[src/rtl/inst_sram_axi_bridge_if.sv]
// rtl/inst_sram_axi_bridge_if.sv - fetch-side SRAM-like port plus AXI4 AR/R channels seen by the bridge
// master = fetch stage and AXI slave side; slave = the bridge itself.
interface inst_sram_axi_bridge_if;
  logic        inst_sram_req;
  logic        inst_sram_wr;
  logic [1:0]  inst_sram_size;
  logic [3:0]  inst_sram_wstrb;
  logic [31:0] inst_sram_addr;
  logic [31:0] inst_sram_wdata;
  logic        inst_sram_addr_ok;
  logic        inst_sram_data_ok;
  logic [31:0] inst_sram_rdata;

  logic [3:0]  arid;
  logic [31:0] araddr;
  logic [7:0]  arlen;
  logic [2:0]  arsize;
  logic [1:0]  arburst;
  logic [1:0]  arlock;
  logic [3:0]  arcache;
  logic [2:0]  arprot;
  logic        arvalid;
  logic        arready;

  logic [3:0]  rid;
  logic [31:0] rdata;
  logic [1:0]  rresp;
  logic        rlast;
  logic        rvalid;
  logic        rready;

  modport master (
    output inst_sram_req, inst_sram_wr, inst_sram_size, inst_sram_wstrb,
           inst_sram_addr, inst_sram_wdata,
    input  inst_sram_addr_ok, inst_sram_data_ok, inst_sram_rdata,
    input  arid, araddr, arlen, arsize, arburst, arlock, arcache, arprot, arvalid,
    output arready,
    output rid, rdata, rresp, rlast, rvalid,
    input  rready
  );

  modport slave (
    input  inst_sram_req, inst_sram_wr, inst_sram_size, inst_sram_wstrb,
           inst_sram_addr, inst_sram_wdata,
    output inst_sram_addr_ok, inst_sram_data_ok, inst_sram_rdata,
    output arid, araddr, arlen, arsize, arburst, arlock, arcache, arprot, arvalid,
    input  arready,
    input  rid, rdata, rresp, rlast, rvalid,
    output rready
  );
endinterface

[src/rtl/inst_sram_axi_bridge.sv]
// rtl/inst_sram_axi_bridge.sv - instruction SRAM-like to single-beat AXI4 read bridge
// Optional sticky R-error flag inst_bus_err under INST_BRIDGE_RESP_CHK_EN.
module inst_sram_axi_bridge #(
  parameter int         MAX_OUTSTANDING = 2,
  parameter logic [3:0] ARID_VAL        = 4'd0
) (
  input  logic                  clk,
  input  logic                  resetn,
  inst_sram_axi_bridge_if.slave bus
`ifdef INST_BRIDGE_RESP_CHK_EN
  ,
  output logic                  inst_bus_err
`endif
);
  localparam int            CW      = $clog2(MAX_OUTSTANDING + 1);
  localparam logic [CW-1:0] CNT_MAX = CW'(MAX_OUTSTANDING);

  typedef enum logic {AR_IDLE, AR_PEND} ar_state_t;

  ar_state_t     state, state_nxt;
  logic [CW-1:0] cnt;
  logic [31:0]   araddr_q;
  logic [1:0]    size_q;
  logic          accept;
  logic          r_hs;
  logic          unused_inputs;

  // Gated by resetn so no request is acknowledged while reset is held.
  assign accept = resetn & bus.inst_sram_req & ~bus.inst_sram_wr &
                  (state == AR_IDLE) & (cnt < CNT_MAX);
  assign r_hs   = bus.rvalid & bus.rready;

  always_ff @(posedge clk or negedge resetn) begin
    if (!resetn) state <= AR_IDLE;
    else         state <= state_nxt;
  end

  always_comb begin
    state_nxt = state;
    case (state)
      AR_IDLE: if (accept)      state_nxt = AR_PEND;
      AR_PEND: if (bus.arready) state_nxt = AR_IDLE;
      default:                  state_nxt = AR_IDLE;
    endcase
  end

  always_ff @(posedge clk or negedge resetn) begin
    if (!resetn) begin
      araddr_q <= 32'd0;
      size_q   <= 2'd0;
    end else if (accept) begin
      araddr_q <= bus.inst_sram_addr;
      size_q   <= bus.inst_sram_size;
    end
  end

  always_ff @(posedge clk or negedge resetn) begin
    if (!resetn) begin
      cnt <= '0;
    end else begin
      case ({accept, r_hs})
        2'b10:   cnt <= cnt + CW'(1);
        2'b01:   cnt <= cnt - CW'(1);
        default: cnt <= cnt;
      endcase
    end
  end

  assign bus.inst_sram_addr_ok = accept;
  assign bus.inst_sram_data_ok = r_hs & bus.rlast;
  assign bus.inst_sram_rdata   = bus.rdata;

  assign bus.arid    = ARID_VAL;
  assign bus.araddr  = araddr_q;
  assign bus.arlen   = 8'd0;
  assign bus.arsize  = {1'b0, size_q};
  assign bus.arburst = 2'b01;
  assign bus.arlock  = 2'b00;
  assign bus.arcache = 4'd0;
  assign bus.arprot  = 3'd0;
  assign bus.arvalid = (state == AR_PEND);
  assign bus.rready  = (cnt != '0);

`ifdef INST_BRIDGE_RESP_CHK_EN
  always_ff @(posedge clk or negedge resetn) begin
    if (!resetn)                   inst_bus_err <= 1'b0;
    else if (r_hs && bus.rresp[1]) inst_bus_err <= 1'b1;
  end

  assign unused_inputs = ^{bus.inst_sram_wstrb, bus.inst_sram_wdata, bus.rid, bus.rresp[0]};
`else
  assign unused_inputs = ^{bus.inst_sram_wstrb, bus.inst_sram_wdata, bus.rid, bus.rresp};
`endif
endmodule

[src/flat_wrapper.sv]
// flat-port wrapper written by rule: the top's interface ports become plain ports
module inst_sram_axi_bridge_flat 
#(
  parameter int         MAX_OUTSTANDING = 2,
  parameter logic [3:0] ARID_VAL        = 4'd0
)
  (clk, resetn, bus_inst_sram_req, bus_inst_sram_wr, bus_inst_sram_size, bus_inst_sram_wstrb, bus_inst_sram_addr, bus_inst_sram_wdata, bus_inst_sram_addr_ok, bus_inst_sram_data_ok, bus_inst_sram_rdata, bus_arid, bus_araddr, bus_arlen, bus_arsize, bus_arburst, bus_arlock, bus_arcache, bus_arprot, bus_arvalid, bus_arready, bus_rid, bus_rdata, bus_rresp, bus_rlast, bus_rvalid, bus_rready);
  inst_sram_axi_bridge_if bus_i ();
  input  logic clk;
  input  logic resetn;
  input wire logic [$bits(bus_i.inst_sram_req)-1:0] bus_inst_sram_req;
  input wire logic [$bits(bus_i.inst_sram_wr)-1:0] bus_inst_sram_wr;
  input wire logic [$bits(bus_i.inst_sram_size)-1:0] bus_inst_sram_size;
  input wire logic [$bits(bus_i.inst_sram_wstrb)-1:0] bus_inst_sram_wstrb;
  input wire logic [$bits(bus_i.inst_sram_addr)-1:0] bus_inst_sram_addr;
  input wire logic [$bits(bus_i.inst_sram_wdata)-1:0] bus_inst_sram_wdata;
  output wire logic [$bits(bus_i.inst_sram_addr_ok)-1:0] bus_inst_sram_addr_ok;
  output wire logic [$bits(bus_i.inst_sram_data_ok)-1:0] bus_inst_sram_data_ok;
  output wire logic [$bits(bus_i.inst_sram_rdata)-1:0] bus_inst_sram_rdata;
  output wire logic [$bits(bus_i.arid)-1:0] bus_arid;
  output wire logic [$bits(bus_i.araddr)-1:0] bus_araddr;
  output wire logic [$bits(bus_i.arlen)-1:0] bus_arlen;
  output wire logic [$bits(bus_i.arsize)-1:0] bus_arsize;
  output wire logic [$bits(bus_i.arburst)-1:0] bus_arburst;
  output wire logic [$bits(bus_i.arlock)-1:0] bus_arlock;
  output wire logic [$bits(bus_i.arcache)-1:0] bus_arcache;
  output wire logic [$bits(bus_i.arprot)-1:0] bus_arprot;
  output wire logic [$bits(bus_i.arvalid)-1:0] bus_arvalid;
  input wire logic [$bits(bus_i.arready)-1:0] bus_arready;
  input wire logic [$bits(bus_i.rid)-1:0] bus_rid;
  input wire logic [$bits(bus_i.rdata)-1:0] bus_rdata;
  input wire logic [$bits(bus_i.rresp)-1:0] bus_rresp;
  input wire logic [$bits(bus_i.rlast)-1:0] bus_rlast;
  input wire logic [$bits(bus_i.rvalid)-1:0] bus_rvalid;
  output wire logic [$bits(bus_i.rready)-1:0] bus_rready;
  assign bus_i.inst_sram_req = bus_inst_sram_req;
  assign bus_i.inst_sram_wr = bus_inst_sram_wr;
  assign bus_i.inst_sram_size = bus_inst_sram_size;
  assign bus_i.inst_sram_wstrb = bus_inst_sram_wstrb;
  assign bus_i.inst_sram_addr = bus_inst_sram_addr;
  assign bus_i.inst_sram_wdata = bus_inst_sram_wdata;
  assign bus_inst_sram_addr_ok = bus_i.inst_sram_addr_ok;
  assign bus_inst_sram_data_ok = bus_i.inst_sram_data_ok;
  assign bus_inst_sram_rdata = bus_i.inst_sram_rdata;
  assign bus_arid = bus_i.arid;
  assign bus_araddr = bus_i.araddr;
  assign bus_arlen = bus_i.arlen;
  assign bus_arsize = bus_i.arsize;
  assign bus_arburst = bus_i.arburst;
  assign bus_arlock = bus_i.arlock;
  assign bus_arcache = bus_i.arcache;
  assign bus_arprot = bus_i.arprot;
  assign bus_arvalid = bus_i.arvalid;
  assign bus_i.arready = bus_arready;
  assign bus_i.rid = bus_rid;
  assign bus_i.rdata = bus_rdata;
  assign bus_i.rresp = bus_rresp;
  assign bus_i.rlast = bus_rlast;
  assign bus_i.rvalid = bus_rvalid;
  assign bus_rready = bus_i.rready;
  inst_sram_axi_bridge #(.MAX_OUTSTANDING(MAX_OUTSTANDING), .ARID_VAL(ARID_VAL)) u_core (.clk(clk), .resetn(resetn), .bus(bus_i));
endmodule
[config.mk]
export PLATFORM = sky130hd
export DESIGN_NAME = inst_sram_axi_bridge_flat
export DESIGN_NICKNAME = d
export VERILOG_FILES = /design/src/rtl/inst_sram_axi_bridge_if.sv /design/src/rtl/inst_sram_axi_bridge.sv /design/src/flat_wrapper.sv
export SDC_FILE = /design/constraint.sdc
export NUM_CORES = 1
export LEC_CHECK = 0
export ABC_CLOCK_PERIOD_IN_PS = 2000
export CAP_MARGIN = 40
export CORE_MARGIN = 2
export CORE_UTILIZATION = 29
export CTS_BUF_LIST = sky130_fd_sc_hd__clkbuf_16
export CTS_CLUSTER_DIAMETER = 50
export DETAILED_ROUTE_END_ITERATION = 7
export PLACE_DENSITY = 0.82
export REMOVE_ABC_BUFFERS = 1
export SLEW_MARGIN = 40
export SYNTH_ARGS = -nofsm -noshare
export SYNTH_HDL_FRONTEND = slang
export SYNTH_SLANG_ARGS = --single-unit
[constraint.sdc]
create_clock -name clk -period 2 [get_ports clk]
set_input_delay 0.4 -clock clk [delete_from_list [all_inputs] [get_ports clk]]
set_output_delay 0.4 -clock clk [all_outputs]
set_load 0.03 [all_outputs]
==> out/metrics.cfg, run 1 <==
[outcome]
status=finished, final reports clean

[floorplan]
io_pins=209
die_w_um=87.0
initial_core_util=0.298
die_area_mm2=0.00758
coreArea_mm2=0.00672
dieHeight_um=87.0
num_rows=30

[placement]
routabilityCongestion=0.821
place_area_mm2=0.00254
dpl.hpwl_um=5780
numPortBuffers=78

[sta]
hold_violations=0
setup_viol=0
fin_crit_ns=1.88
timing.final.crit_share=0.938
fin_setup_tns_ns=0
rsz0062_at_grt=false
slew_violations=0
finalClockSkew_ns=0.00414
fmax_mhz=533

[route]
final_antenna_net_count=0
drt_pass1_iterations=4
totalWireLength_um=6830
vias_per_cell=4.25
wl_per_cell_um=24.0
vias=1211
first_iter_violations=53
drcViolationCount=0

[worst_hold_path]
hold_class=input pin to asynchronous set/reset pin

[logic_synthesis]
synth.top_cell.area_share=0.463
yosysTopAreaCell=dfrtp_1
postSynthAreaPerCell_um2=13.8
yosysWarningCount=0
postSynthCellCount=145
synth_top_cells_by_area=dfrtp_1 (46%), mux2_4 (22%), buf_4 (21%), buf_12 (3.0%), mux2_2 (2.8%)
synth_seq_area_share=0.463
synth-seq-cells=37
syn_area_mm2=0.00200
synth_cell_type_count=18

[setup_path]
path_max_fanout=3
worstSetupPathType=input pin to primary output
critPathLaunchType=input pin
regToRegSetupSlack_ns=0.21
crit_start=bus_inst_sram_wr
r2r-start=u_core.bus.arvalid
worstPathArrival_ns=1.48
worstPathRequired_ns=1.60
endpoint_kind=primary output

[clock_tree]
hold_buffers=0
clockBufferDepth=2
clk_latency_ns=0.27
cts_sinks=37
cts_max_level=2
cts_tree=done
cts_root_buf=clkbuf_16
cts_made_buffers=5
path_clk_slew_ns=0.06

[pwr]
vdd_drop_max_v=0.000574
p_per_area_mw_per_mm2=1660
p_leak_nw=1.23
p_total_w=0.00456

[grt]
track_usage=0.174
overflow=0
grt_pass1_vias=1190
grt_pass1_wl_um=8700
grt_start_max_net_pins=38
antenna_found_initial=0

[finish]
nets=320
postLayoutCellArea_mm2=0.00275
area_growth_pct=37.4
drive_above_1_share=0.283
n_antenna_cell=0

[job]
drv_cap=0

layout by cell type (no fill, tap or decap):
cell type         n
conb_1           24
nand2_1           1
clkbuf_16         5
xor2_1            1
bufinv_16         1
o21ai_0           1
buf_2             1
or4_4             1
or2_2             1
mux2_4           29
clkdlybuf4s50_1  73
dfrtp_1          37
xnor2_1           2
clkinv_8          1
nor2_1            1
dlygate4sd2_1     2
and3_1            1
clkinvlp_4        1
ha_1              1
buf_4            11
mux2_2            5
buf_12            1
buf_8             1
clkinv_1          1
and2_1            1
inv_1             1
layout make-up:
| cell class | count | area, um^2 |
|---|---|---|
| inverter | 2 | 20.0 |
| tap | 80 | 100 |
| sequential | 37 | 926 |
| fill | 626 | 3970 |
| clock inverter | 3 | 41.3 |
| multi-input combinational | 69 | 663 |
| clock buffer | 5 | 125 |
| timing repair buffer | 89 | 871 |
stage by stage:
stage	cells	util	worst slack [ns]	hold slack [ns]
after floorplan	108	-	0.121	0.104
after global placement	274	0.379	-0.142	0.490
after detailed placement	274	0.379	-0.157	0.490
after CTS	285	0.409	0.122	0.224
after global routing	285	0.409	0.0566	0.249
final	285	0.409	0.124	0.211
where the power goes:
group          leakage [nW]  switching [W]  internal [W]  total (W)
sequential            0.444       0.000215       0.00112    0.00134
clock                0.0775       0.000306      0.000583   0.000889
combinational         0.710        0.00117       0.00117    0.00234
critical path, stage by stage:
cell and delay [ns]:
clkdlybuf4s50_1 0.41, or4_4 0.47, clkinv_8 0.08, buf_8 0.11
Yosys cell counts:
library cell	instances
or2_2	1
o21ai_0	1
conb_1	2
mux2_4	29
xnor2_1	2
dfrtp_1	37
buf_4	56
inv_1	1
ha_1	1
and2_1	1
nand2_1	1
clkinv_4	1
nor2_1	1
mux2_2	5
buf_12	3
or4_4	1
xor2_1	1
and3_1	1
state kept, by name, summed over array words and instances (netlist names):
signal	count
u_core.size_q	2
u_core.bus.arvalid	1
u_core.cnt	2
u_core.bus.araddr	32
routing by layer:
| layer | routed length [um] | vias to the layer above | global-route usage |
|---|---|---|---|
| li1 | - | 506 | - |
| met1 | 2030 | 590 | 0.152 |
| met2 | 3170 | 107 | 0.283 |
| met3 | 1520 | 8 | 0.173 |
| met4 | 113 | 0 | 0.0412 |
| met5 | 0 | - | 0 |
cells by family after synthesis:
group / after synthesis / share of synthesized area
other cells: 2 / 0.00376
compound gates: 1 / 0.00250
xor+xnor: 3 / 0.0131
mux: 34 / 0.246
simple gates: 6 / 0.0188
flops: 37 / 0.463
buf+inv: 61 / 0.247
fa+ha+maj: 1 / 0.00626
path summary, 6_finish.rpt:
kind | endpoint | depth (start not counted)
min in group clk | u_core.cnt[1] | 1
worst min-delay path | u_core.bus.araddr[11] | 2
worst min register to register | u_core.cnt[1] | 1
worst max-delay path | bus_inst_sram_addr_ok | 4
worst max register to register | u_core.cnt[1] | 6
max in group asynchronous | u_core.bus.araddr[18] | 2
repair_timing:
| item | in CTS | in global routing |
|---|---|---|
| endpoints found under the setup margin | 2 | 0 |
| gates resized for setup | 5 | 0 |
| setup buffers | 3 | 0 |
No activity file was read; power rests on OpenSTA's default activity.
==> run 2, diff against run 1 <==
==> constraint.sdc (replaced) <==
create_clock -name clk -period 2 [get_ports clk]
set_input_delay 0.3 -clock clk [delete_from_list [all_inputs] [get_ports clk]]
set_output_delay 0.3 -clock clk [all_outputs]
set_load 0.03 [all_outputs]
==> run 2 against run 1 <==
Die area unchanged. Core utilization fell by 0.73 points. Worst hold slack got worse by 0.10 ns. Design area decreased by 1.8%. Combinational power hardly changed.
==> out/metrics.cfg, run 2 (synthesized netlist as in run 1, its figures left out) <==
[floorplan]
num_rows=30
io_pins=209
coreArea_mm2=0.00672
die_area_mm2=0.00758
initial_core_util=0.298
die_w_um=87.0
dieHeight_um=87.0

[finish]
largest_register_ffs=32
n_antenna_cell=0
area_growth_pct=34.9
layout.cells.non_filler=282
postLayoutCellArea_mm2=0.00270
num-fill-cells=618
nets=317
drive_above_1_share=0.267
final_cell_mix=clkdlybuf4s50_1 (75), dfrtp_1 (37), mux2_4 (29), conb_1 (24), buf_4 (7)
utilization=0.401
final_common_cell=clkdlybuf4s50_1

[setup_path]
worstSetupPathType=flop to primary output
crit_family=buffers and inverters
critPathMaxStageDelay_ns=0.60
path_buf_inv=1
worstPathArrival_ns=1.59
path_max_fanout=3
worstPathCellList=or2_2 > clkdlybuf4s50_1
worstPathRequired_ns=1.70
endpoint_kind=primary output
critPathLaunchType=flop
crit_slowest_cell=clkdlybuf4s50_1

[placement]
place_area_mm2=0.00256
routabilityCongestion=0.834
numPortBuffers=78
placed_cells=274
dpl.hpwl_um=5620

[clock_tree]
cts_tree=done
clockBufferDepth=2
cts_max_level=2
clk_latency_ns=0.28
cts_setup_buffers=0
cts_root_buf=clkbuf_16
path_clk_slew_ns=0.06
cts_made_buffers=5
cts_sinks=37

[pwr]
p_leak_nw=1.21
p_per_area_mw_per_mm2=1640
p_total_w=0.00442
vdd_drop_max_v=0.000558

[grt]
overflow=0
track_usage=0.171
met3_usage=0.223
grt_pass1_vias=1121
antenna_found_initial=0
top_usage_layer=met2
grt_pass1_wl_um=8730
grt_util_met1=0.123
grt_start_max_net_pins=38
grtUsageMet2=0.270

[route]
totalWireLength_um=6640
vias_per_cell=4.10
vias=1157
drt_pass1_iterations=4
drcViolationCount=0
wl_per_cell_um=23.5
final_antenna_net_count=0
first_iter_violations=31

[sta]
setup_viol=0
rsz0062_at_grt=false
slew_violations=0
timing.final.crit_share=0.946
fin_crit_ns=1.89
fin_setup_tns_ns=0
hold_violations=0
finalClockSkew_ns=0.00299
fmax_mhz=528

[worst_hold_path]
hold_class=input pin to asynchronous set/reset pin

[job]
drv_cap=0

[outcome]
status=finished, final reports clean

-- run 2: cell count changes in the layout (fill, tap and decap cells not counted) --
| cell | previous run | this run |
|---|---|---|
| buf_4 | 11 | 7 |
| clkdlybuf4s50_1 | 73 | 75 |
| clkinv_2 | 0 | 2 |
| buf_12 | 1 | 2 |
| buf_8 | 1 | 0 |
| bufinv_16 | 1 | 0 |
| clkinv_1 | 1 | 0 |
| clkinv_4 | 0 | 1 |
| clkinv_8 | 1 | 0 |
| clkinvlp_4 | 1 | 0 |
| dlygate4sd2_1 | 2 | 1 |
| inv_1 | 1 | 2 |
-- run 2: final cells by class --
cell class / count / area [um^2] / area share
Inverter: 2 / 12.5 / 0.00464
Timing Repair Buffer: 86 / 857 / 0.318
Multi-Input combinational cell: 69 / 663 / 0.246
Tap cell: 80 / 100 / 0.0371
Sequential cell: 37 / 926 / 0.343
Clock inverter: 3 / 13.8 / 0.00510
Clock buffer: 5 / 125 / 0.0464
-- run 2: metrics by stage --
stage	hold slack [ns]	setup slack [ns]
after floorplan	0.00441	0.121
after global placement	0.413	-0.0374
after detailed placement	0.422	-0.0535
after CTS	0.128	0.0923
after global routing	0.154	0.0542
final	0.111	0.108
-- run 2: layer usage --
layer	vias to the layer above	share of wire
met1	517	0.24
met4	0	0.016
met5	-	0
met3	9	0.30
met2	129	0.45
li1	502	-
-- run 2: worst register-to-register path: stages, from the launching register on --
cell	delay, ns
dfrtp_1	0.40
or4_4	0.55
clkinv_4	0.13
buf_4	0.17
mux2_2	0.34
-- run 2: repair_timing --
item / CTS / global route
hold buffers: 0 / 0
setup endpoints to repair: 1 / 0
resized for setup: 1 / 0
-- run 2: power by group --
| part | internal [W] | total (W) | switching [W] |
|---|---|---|---|
| clock network | 0.000452 | 0.000750 | 0.000298 |
| logic | 0.00117 | 0.00233 | 0.00116 |
| registers | 0.00112 | 0.00133 | 0.000212 |
| total | 0.00275 | 0.00442 | 0.00167 |
-- run 2: worst paths after layout --
check                                   start               endpoint  slack [ns]  cells after the start
setup / recovery                u_core.cnt[0]             bus_rready        0.11                      2
max in group asynchronous              resetn  u_core.bus.araddr[10]        1.55                      2
hold / removal                         resetn   u_core.bus.araddr[7]        0.11                      2
setup reg to reg           u_core.bus.arvalid  u_core.bus.araddr[26]        0.30                      4
hold reg to reg                 u_core.cnt[1]          u_core.cnt[1]        0.50                      1
min in group clk                       resetn     u_core.bus.arvalid        0.46                      4
==> run 3, diff against run 2 <==
Settings changed: CTS_CLUSTER_DIAMETER 50 to 100.
==> results of run 3 <==
Same layout as run 2: the final DEF is identical, and so are final timing and power.
